`src/rtl/alu_pkg.sv`:
```
// Shared ALU/sequencer definitions: widths, opcodes, FSM encoding, error byte.
// The opcode check helper is used when ALU_OPCHK_EN is defined.
package alu_pkg;

   localparam int N_BUS = 8;
   localparam int N_OP  = 6;

   localparam logic [5:0] OP_ADD = 6'b100000;
   localparam logic [5:0] OP_SUB = 6'b100010;
   localparam logic [5:0] OP_AND = 6'b100100;
   localparam logic [5:0] OP_OR  = 6'b100101;
   localparam logic [5:0] OP_XOR = 6'b100110;
   localparam logic [5:0] OP_SRA = 6'b000011;
   localparam logic [5:0] OP_SRL = 6'b000010;
   localparam logic [5:0] OP_NOR = 6'b100111;

   localparam logic [7:0] ERR_BYTE = 8'hEE;

   typedef enum logic [2:0] {
      ST_WAIT_A  = 3'd0,
      ST_WAIT_B  = 3'd1,
      ST_WAIT_OP = 3'd2,
      ST_EXEC    = 3'd3,
      ST_SEND    = 3'd4,
      ST_WAIT_TX = 3'd5
   } state_t;

   // A valid opcode byte has clear upper bits and a known low field.
   function automatic logic is_valid_op(input logic [7:0] op_byte);
      logic valid;
      valid = 1'b0;
      if (op_byte[7:6] != 2'b00) begin
         valid = 1'b0;
      end else begin
         case (op_byte[5:0])
            OP_ADD, OP_SUB, OP_AND, OP_OR,
            OP_XOR, OP_SRA, OP_SRL, OP_NOR: valid = 1'b1;
            default:                        valid = 1'b0;
         endcase
      end
      return valid;
   endfunction

endpackage

```
`src/rtl/alu_uart_if_if.sv`:
```
// Bus between the byte-stream sequencer and its UART/ALU neighbours.
// slave = sequencer side, master = environment (uart_rx/uart_tx/ALU) side.
interface alu_uart_if_if #(
   parameter int N_BUS = alu_pkg::N_BUS,
   parameter int N_OP  = alu_pkg::N_OP
) ();
   logic             rx_done;
   logic [N_BUS-1:0] rx_data;
   logic [N_BUS-1:0] alu_res;
   logic             tx_done;
   logic [N_BUS-1:0] alu_a;
   logic [N_BUS-1:0] alu_b;
   logic [N_OP-1:0]  alu_op;
   logic             tx_start;
   logic [N_BUS-1:0] tx_data;

   modport slave (
      input  rx_done, rx_data, alu_res, tx_done,
      output alu_a, alu_b, alu_op, tx_start, tx_data
   );

   modport master (
      output rx_done, rx_data, alu_res, tx_done,
      input  alu_a, alu_b, alu_op, tx_start, tx_data
   );
endinterface

```
`src/rtl/alu_uart_if.sv`:
```
// Sequencer: collects A, B, opcode bytes, runs the ALU, sends the result byte.
// Optional opcode check enabled by defining ALU_OPCHK_EN.
module alu_uart_if
   import alu_pkg::*;
(
   input  logic          i_clk,
   input  logic          i_reset,
   alu_uart_if_if.slave  bus
);

   state_t state;

   // Single FSM with all outputs registered; tx_start is a one-cycle pulse in SEND.
   always_ff @(posedge i_clk) begin
      if (i_reset) begin
         state        <= ST_WAIT_A;
         bus.alu_a    <= '0;
         bus.alu_b    <= '0;
         bus.alu_op   <= '0;
         bus.tx_data  <= '0;
         bus.tx_start <= 1'b0;
      end else begin
         bus.tx_start <= 1'b0;
         case (state)
            ST_WAIT_A: begin
               if (bus.rx_done) begin
                  bus.alu_a <= bus.rx_data;
                  state     <= ST_WAIT_B;
               end else begin
                  state     <= ST_WAIT_A;
               end
            end
            ST_WAIT_B: begin
               if (bus.rx_done) begin
                  bus.alu_b <= bus.rx_data;
                  state     <= ST_WAIT_OP;
               end else begin
                  state     <= ST_WAIT_B;
               end
            end
            ST_WAIT_OP: begin
               if (bus.rx_done) begin
`ifdef ALU_OPCHK_EN
                  // Invalid opcode skips EXEC and reports the error byte instead.
                  if (is_valid_op(bus.rx_data)) begin
                     bus.alu_op   <= bus.rx_data[N_OP-1:0];
                     state        <= ST_EXEC;
                  end else begin
                     bus.tx_data  <= ERR_BYTE;
                     bus.tx_start <= 1'b1;
                     state        <= ST_SEND;
                  end
`else
                  bus.alu_op <= bus.rx_data[N_OP-1:0];
                  state      <= ST_EXEC;
`endif
               end else begin
                  state <= ST_WAIT_OP;
               end
            end
            ST_EXEC: begin
               bus.tx_data  <= bus.alu_res;
               bus.tx_start <= 1'b1;
               state        <= ST_SEND;
            end
            ST_SEND: begin
               state <= ST_WAIT_TX;
            end
            ST_WAIT_TX: begin
               if (bus.tx_done) begin
                  state <= ST_WAIT_A;
               end else begin
                  state <= ST_WAIT_TX;
               end
            end
            default: begin
               state <= ST_WAIT_A;
            end
         endcase
      end
   end

endmodule

```
`src/flat_wrapper.sv`:
```
// flat-port wrapper written by rule: the top's interface ports become plain ports
module alu_uart_if_flat import alu_pkg::*;
  (i_clk, i_reset, bus_rx_done, bus_rx_data, bus_alu_res, bus_tx_done, bus_alu_a, bus_alu_b, bus_alu_op, bus_tx_start, bus_tx_data);
  alu_uart_if_if bus_i ();
  input  logic i_clk;
  input  logic i_reset;
  input wire logic [$bits(bus_i.rx_done)-1:0] bus_rx_done;
  input wire logic [$bits(bus_i.rx_data)-1:0] bus_rx_data;
  input wire logic [$bits(bus_i.alu_res)-1:0] bus_alu_res;
  input wire logic [$bits(bus_i.tx_done)-1:0] bus_tx_done;
  output wire logic [$bits(bus_i.alu_a)-1:0] bus_alu_a;
  output wire logic [$bits(bus_i.alu_b)-1:0] bus_alu_b;
  output wire logic [$bits(bus_i.alu_op)-1:0] bus_alu_op;
  output wire logic [$bits(bus_i.tx_start)-1:0] bus_tx_start;
  output wire logic [$bits(bus_i.tx_data)-1:0] bus_tx_data;
  assign bus_i.rx_done = bus_rx_done;
  assign bus_i.rx_data = bus_rx_data;
  assign bus_i.alu_res = bus_alu_res;
  assign bus_i.tx_done = bus_tx_done;
  assign bus_alu_a = bus_i.alu_a;
  assign bus_alu_b = bus_i.alu_b;
  assign bus_alu_op = bus_i.alu_op;
  assign bus_tx_start = bus_i.tx_start;
  assign bus_tx_data = bus_i.tx_data;
  alu_uart_if u_core (.i_clk(i_clk), .i_reset(i_reset), .bus(bus_i));
endmodule
```
`config.mk`:
```
export PLATFORM = sky130hd
export DESIGN_NAME = alu_uart_if_flat
export DESIGN_NICKNAME = d
export VERILOG_FILES = /design/src/rtl/alu_pkg.sv /design/src/rtl/alu_uart_if_if.sv /design/src/rtl/alu_uart_if.sv /design/src/flat_wrapper.sv
export SDC_FILE = /design/constraint.sdc
export NUM_CORES = 1
export LEC_CHECK = 0
export CAP_MARGIN = 20
export CORE_UTILIZATION = 40
export DETAILED_ROUTE_END_ITERATION = 10
export GPL_ROUTABILITY_DRIVEN = 0
export GPL_TIMING_DRIVEN = 0
export PLACE_DENSITY = 0.83
export SLEW_MARGIN = 20
export SYNTH_ARGS = -nofsm -noshare
export SYNTH_HDL_FRONTEND = slang
export SYNTH_SLANG_ARGS = --single-unit
```
`constraint.sdc`:
```
create_clock -name i_clk -period 1.7 [get_ports i_clk]
set_clock_uncertainty 0.05 [all_clocks]
set_input_delay 0.255 -clock i_clk [delete_from_list [all_inputs] [get_ports i_clk]]
set_output_delay 0.255 -clock i_clk [all_outputs]
set_load 0.01 [all_outputs]
```
* Word-level counts from Yosys, hierarchy flattened
Index checks and enable logic that the tools add are counted.
Word-level totals: register bits after elaboration 34, bits of input ports 20, output and inout port bits 31, word-level logic and storage cells 21
Cells by class: eq/ne operators 5, muxes and demuxes 6, reductions and logical operators 4
Operators by type and width (number):
- $pmux 3 s6 | 1
- $eq 3x2->1 const B | 2
- $eq 3x3->1 const B | 2
- $reduce_and 2->1 | 3
- $eq 3x1->1 const B | 1
- $logic_not 3->1 | 1
- $mux 1 | 3
- $mux 3 | 1
- $mux 2 | 1

* Depth between registers and ports, before layout
Gate-level depths: netlist (run 1).
word-level depth 2, mapped depth 5, mapped depth without buffers 3

* Worst setup path before layout (run 1)
Ideal clock, no wire load.
path kind register to register, start register u_core.state[1], end register u_core.bus.alu_a[1], setup time 0.132 ns, data arrival time 1.177 ns, slack 0.341 ns, cell stages (with the launch flop) 6, cells stage by stage dfxtp_1 -> buf_6 -> or4b_4 -> buf_6 -> nand2_1 -> a21oi_1
Between the ends: word-level cells in the longest chain between the ends 2
RTL lines:
- start, declared | line alu_uart_if.sv:11 | state_t state;
- start signal, assigned | line alu_uart_if.sv:16 | state <= ST_WAIT_A;
- start signal, assigned | line alu_uart_if.sv:28 | state <= ST_WAIT_B;
- start signal, assigned | line alu_uart_if.sv:30 | state <= ST_WAIT_A;
- $logic_not 3->1 | line alu_uart_if.sv:24 | case (state)
- $reduce_and 2->1 (no line)
- end signal, assigned | line alu_uart_if.sv:27 | bus.alu_a <= bus.rx_data;
- end, declared | line alu_uart_if_if.sv:19 | output alu_a, alu_b, alu_op, tx_start, tx_data
No other way between the ends. A chain may end at the register's enable or synchronous reset.

* Final worst setup path (run 1)
start register u_core.bus.alu_op[0], end output port bus_alu_op[0]
RTL lines:
- start, declared | line alu_uart_if_if.sv:19
- start signal, assigned | line alu_uart_if.sv:54 | bus.alu_op <= bus.rx_data[N_OP-1:0];
- end, declared | line flat_wrapper.sv:13 | output wire logic [$bits(bus_i.alu_op)-1:0] bus_alu_op;
No word-level cell between the ends.

==> results of run 1 <==
-- metal layers --
layer	GRT usage (%)	part of all wire [%]	vias to the layer above
met5	0	0	-
met4	7.143	0.82	0
met3	5.895	6.0	3
met2	30.50	49	35
met1	24.04	45	493
li1	-	-	549
-- registers in the layout (all words and copies together), names as in the netlist --
signal and count:
u_core.bus.alu_a 8, u_core.bus.alu_b 8, u_core.bus.alu_op 6, u_core.bus.tx_data 8, u_core.bus.tx_start 1, u_core.state 3
-- placed cells by master, fill, tap and decap left out, drive strengths merged, types with 2 or more instances in the layout --
master	synthesis	layout
clkdlybuf4s50	0	49
dfxtp	34	34
nor2	24	24
mux2i	23	23
nand2	18	18
clkbuf	4	11
a21oi	9	9
buf	7	7
nand3b	2	2
and4bb	2	2
o21ai	2	2
-- cells in the mapped netlist (all sizes together) --
master and count:
dfxtp 34, clkbuf 4, o21ai 2, nor3b 1
nand2 18, nor2b 1, o31ai 1, a21oi 9
nand3b 2, and4bb 2, and2b 1, mux2i 23
buf 7, nor3 1, or4b 1, nor2 24
nor4b 1
-- worst min path at each step --
stage,endpoint,slack [ps],cells after the start
finish,u_core.bus.alu_a[7],230,2
global route,u_core.bus.alu_a[0],240,2
CTS,u_core.bus.alu_a[0],240,2
detailed placement,u_core.bus.alu_a[7],410,2
global placement,u_core.bus.alu_a[4],400,2
floorplan,u_core.bus.alu_a[0],340,2
-- cell type report --
class,instances,share of cell area (%)
tap,44,2.853
clock inverter,1,1.556
timing repair buffer,49,25.42
clock buffer,7,2.335
sequential,34,35.28
multi-input combinational,87,28.79
buffer,11,3.761
-- cells by family after synthesis --
kind of cell | count (synthesis)
muxes | 23
AOI/OAI and AO/OA | 12
DFF | 34
and+or+nand+nor | 52
buffers and inverters | 11
-- power groups by stage --
| stage | sequential, mW | combinational [mW] | clock [mW] |
|---|---|---|---|
| detailed placement | 0.867 | 0.268 | 0 |
| CTS | 0.849 | 0.270 | 0.581 |
| floorplan | 0.879 | 0.124 | 0 |
| global route | 0.853 | 0.293 | 0.608 |
| global placement | 0.865 | 0.264 | 0 |
| finish | 0.849 | 0.269 | 0.580 |
-- stage by stage --
stage | cells | hold WS, ps | setup WS, ps | power [mW]
detailed placement | 225 | 405.1 | -79.25 | 1.136
global route | 233 | 244.2 | 113.1 | 1.754
floorplan | 132 | 341.0 | 341.1 | 1.003
CTS | 233 | 237.9 | 141.4 | 1.701
global placement | 225 | 397.4 | -55.06 | 1.129
finish | 233 | 232.7 | 146.1 | 1.698
==> metrics.txt, run 1 <==
Worst Setup Start Kind=register; Max Cap Violations=0; Max FO, Critical Path=2; Yosys Warn Count=0; hold buffer count at CTS=0; post-synth top area cell=dfxtp_1; Worst-path clk slew=100 ps; syn avg cell area=9.915 µm²; ant diodes=0; wirelength, routed=3032 µm; CTS sink count=34; Synth Area in Adders=0%; Net Sw Power=0.4023 mW; Inserted Clock Buffers=5; CP Data Arrival Time=1250 ps; Gate Count Post-Synth=132; post-synth top area share=52.01%; Slew @ Worst Pin=460.4 ps; worst reg-to-reg path cell count=5; Post-Synth Simple-Gate Area=20.08%; Synth Area in Compound Gates=4.780%; die area=0.003505 mm²; pwr/cell area=880.0 mW/mm²; CP startpoint=u_core.bus.alu_op[0]; Core ar.=0.003078 mm²; sequential-to-total area share from yosys stat=52.01%; Post-DP HPWL=2238 µm; mux cell area share after synthesis=17.59%; DP Area=0.001854 mm²; Crit path buffers/inverters=1; slowest stage cell, crit path=clkdlybuf4s50_1; Worst path top cell family by delay=buffers and inverters; worst reg2reg endpoint=u_core.bus.alu_a[1]; top cells by area, synth=dfxtp_1 52%, mux2i_1 18%, nor2_1 6.9%; via-per-instance ratio=4.635; fin nets=208; initial core utilization=42.52%; post-synthesis instance area=0.001309 mm²; Port Buffers=49; Area growth, synth to finish=47.42%; Final Instance Area=0.001929 mm²; GR Overflow Total=0; # IOs=51; Resized cells post-CTS=0; Internal=1.296 mW; P_leak=0.7573 nW; largest net degree at the start of global routing=11; number of global-route vias before repair=1,113; CTS tree=done; layout cells sized above 1=9.524%; worst hold start=i_reset; Worst R2R Setup Slack=280 ps; Die Y-Extent=59.20 µm; part of the power in the clock network=34.1%; FF+latch area=680.7 µm²; CP cell instances=clkdlybuf4s50_1; register share of total power=50.0%; main combinational cell family by area after synthesis=simple AND/OR/NAND/NOR gates; first-pass GRT wire length=5002 µm; worst min path class=in -> reg; Fin. Hold Viols=0; Comb power frac=15.8%; postcts setup bufs=0; Finish-stage setup viols=0; critical path endpoint=bus_alu_op[0]; total track usage=19.07%; min Tclk post-route=1554 ps; period utilization=91.41%; die width=59.20 µm; starting DRC count in detailed routing=14; crit end category=primary output; clk buf depth=2; syn nets=152; area of the multi-input gates=555.5 µm²; row cnt=20; H-tree depth=2; Final Core Density=62.68%; Distinct cells, synth=19; Worst-Skew Late Latency=320 ps; ANT nets after route=0; WP depth=1; Final TNS setup=0 ps; Peak VDD IR=0.0006337 V; RSZ-0062 raised after global routing=no; drt wl/cell=13.01 µm; kind of critical path=reg -> out; Final Max Tran Viols=0; Root Buffer=clkbuf_4; Critical R2R Launch=u_core.state[0]; CP peak stage delay=570 ps; relative slew slack=69.31%; Synth Area in XOR/XNOR=0%; via count=1,080; Sw Ratio=23.70%; initial antenna violation count=0; FMAX=0.6435 GHz; Req. time, crit path=1390 ps; status=complete, no violations; post-synthesis register bit count=34; TritonRoute pass-1 iters=4; drc violations=0; Fillers=263
Note: power is estimated with default switching activity, not from simulation.
==> run 2: changes to the inputs <==
CELL_PAD_IN_SITES_DETAIL_PLACEMENT = 0   (was unset)
CELL_PAD_IN_SITES_GLOBAL_PLACEMENT = 1   (was unset)
CORE_UTILIZATION = 31   (was 40)
PLACE_DENSITY = 0.86   (was 0.83)
==> run 2 against run 1 <==
  * Hold slack improved by 41 ps
  * Cell count up 2.1%
  * Core utilization fell by 15 points
  * First-iteration DRC count grew to 3.2 times the previous value
  * Global-route usage down 3.5 points
  * Die area is 28% higher
  * Setup slack improved by 36 ps
  * Sequential power hardly changed
  * Non-clock buffer count did not move
  * Combinational power increased by 1%
  * Power shrank 1.9%
  * Highest routed layer unchanged
==> metrics.txt, run 2 (synthesis results as in run 1) <==
row cnt=23 (+15%); initial core utilization=32.48% (-10 points); # IOs=51 (unchanged); H-tree depth=2 (unchanged); Final Power=1.665 mW (-1.9%); crit end category=register; register share of total power=51.0% (+1.0 points); pwr/cell area=859.1 mW/mm² (-2.4%); Root Buffer=clkbuf_8; Final Core Density=48.11% (-15 points); Comb power frac=16.4% (+0.6 points); ant diodes=0 (unchanged); Hold Crit Depth=2 (unchanged); Worst R2R Setup Slack=270 ps (about the same); die width=66.98 µm (+13%); Fin. Hold Viols=0 (unchanged); via-per-instance ratio=4.622 (-0.29%); relative slew slack=68.02% (-1.3 points); Fillers=397 (+51%); placed cell count=231 (+2.7%); slowest stage cell, crit path=clkdlybuf4s50_1; worst min path class=in -> reg; part of the power in the clock network=32.7% (-1.4 points); Worst Setup Start Kind=primary input; Resized cells post-CTS=0 (unchanged); Peak VDD IR=0.0005315 V (-16%); CP cell instances=clkdlybuf4s50_1, or4b_4, buf_6, nand2_1, a21oi_1; Area growth, synth to finish=48.09%; Core ar.=0.004029 mm² (+31%); DP Area=0.001862 mm² (+0.41%); total track usage=15.59% (-3.5 points); Final Instance Area=0.001938 mm² (+0.45%); Regs by FF count=u_core.bus.alu_a (8), u_core.bus.alu_b (8), u_core.bus.tx_data (8); Finish-stage setup viols=0 (unchanged); Req. time, crit path=1800 ps (+410 ps); Sw Ratio=23.97% (+0.28 points); CP Data Arrival Time=1620 ps (+370 ps); drt wl/cell=13.55 µm (+4.2%); CTS tree=done; Worst path top cell family by delay=buffers and inverters; CTS sink count=34 (unchanged); layout cells sized above 1=9.043% (-0.48 points); Worst-path clk slew=60 ps (-40 ps); min Tclk post-route=1518 ps (-36.27 ps); CP peak stage delay=590 ps (+20 ps); TritonRoute pass-1 iters=4 (unchanged); most common cell after layout, fill and taps aside=clkdlybuf4s50_1; ANT nets after route=0 (unchanged); Crit path buffers/inverters=2 (+1); PnR worst setup slack=182.3 ps (+36.27 ps); status=complete, no violations; Post-DP HPWL=2379 µm (+6.3%); Port Buffers=49 (unchanged); Internal=1.266 mW (-2.3%); fin cells=238 (+2.1%); die area=0.004486 mm² (+28%); Inserted Clock Buffers=5 (unchanged); number of global-route vias before repair=1,076 (-3.3%); drc violations=0 (unchanged); FMAX=0.6589 GHz (+2.4%); most frequent cells in the layout=49 x clkdlybuf4s50_1, 34 x dfxtp_1, 24 x nor2_1; GR Overflow Total=0 (unchanged); kind of critical path=in -> reg; postcts setup bufs=0 (unchanged); starting DRC count in detailed routing=45 (+31); WP depth=5 (+4); Slew @ Worst Pin=477.7 ps (+17.29 ps); Die Y-Extent=66.98 µm (+13%); via count=1,100 (+1.9%); fin nets=208 (unchanged); RSZ-0062 raised after global routing=no; initial antenna violation count=0 (unchanged); P_leak=0.7561 nW (-0.16%); largest net degree at the start of global routing=11 (unchanged); dpl ws=-108.0 ps (-28.76 ps); first-pass GRT wire length=5050 µm (+0.96%); wirelength, routed=3226 µm (+6.4%); Worst-Skew Late Latency=280 ps (-40 ps); worst reg-to-reg path cell count=5 (unchanged); period utilization=89.27% (-2.1 points); Max FO, Critical Path=8 (+6); Max Cap Violations=0 (unchanged); Net Sw Power=0.3992 mW (-0.77%); clk buf depth=2 (unchanged); hold buffer count at CTS=0 (unchanged); Final Max Tran Viols=0 (unchanged)
run 2: cell types whose count changed in the layout (fill, tap and decap cells not counted):
cell and delta:
clkbuf_4 -5, clkbuf_8 +5, bufinv_16 -1
run 2: cell type report:
cell class                      count  area (µm²)  share of cell area [%]
Sequential cell                    34       680.7                   35.12
Buffer                             11       72.57                   3.744
Tap cell                           50       62.56                   3.228
Multi-Input combinational cell     87       555.5                   28.66
Clock buffer                        7       76.32                   3.938
Timing Repair Buffer               49       490.5                   25.31
run 2: final timing paths:
| kind | endpoint | from |
|---|---|---|
| worst min-delay path | u_core.bus.alu_a[7] | i_reset |
| worst max register to register | u_core.bus.alu_a[3] | u_core.state[0] |
| worst min register to register | u_core.bus.alu_a[7] | u_core.bus.alu_a[7] |
| worst max-delay path | u_core.bus.alu_a[3] | bus_rx_done |
run 2: routing by layer:
layer | vias to the layer above | wire length, µm | GRT usage (%)
met2 | 32 | 1576 | 26.01
met5 | - | 0 | 0
met3 | 8 | 146 | 4.795
met1 | 511 | 1413 | 17.41
met4 | 0 | 89 | 8.777
li1 | 549 | - | -
run 2: power by group through the flow:
stage / Sequential (mW) / Combinational, mW / Clock [mW]
floorplan: 0.879 / 0.124 / 0
global placement: 0.865 / 0.268 / 0
detailed placement: 0.866 / 0.274 / 0
CTS: 0.849 / 0.276 / 0.568
global route: 0.851 / 0.294 / 0.611
finish: 0.848 / 0.273 / 0.544
run 2: worst register-to-register path: stages (launching register included):
cell	delay (ps)
dfxtp_1	300
buf_4	160
or4b_4	520
buf_6	150
nand2_1	70
a21oi_1	60
run 2: through the flow:
step                hold WS [ps]  setup TNS (ps)
floorplan                  341.0               0
global placement           393.0          -427.9
detailed placement         399.2           -1305
CTS                        263.5               0
global route               292.9               0
finish                     273.9               0
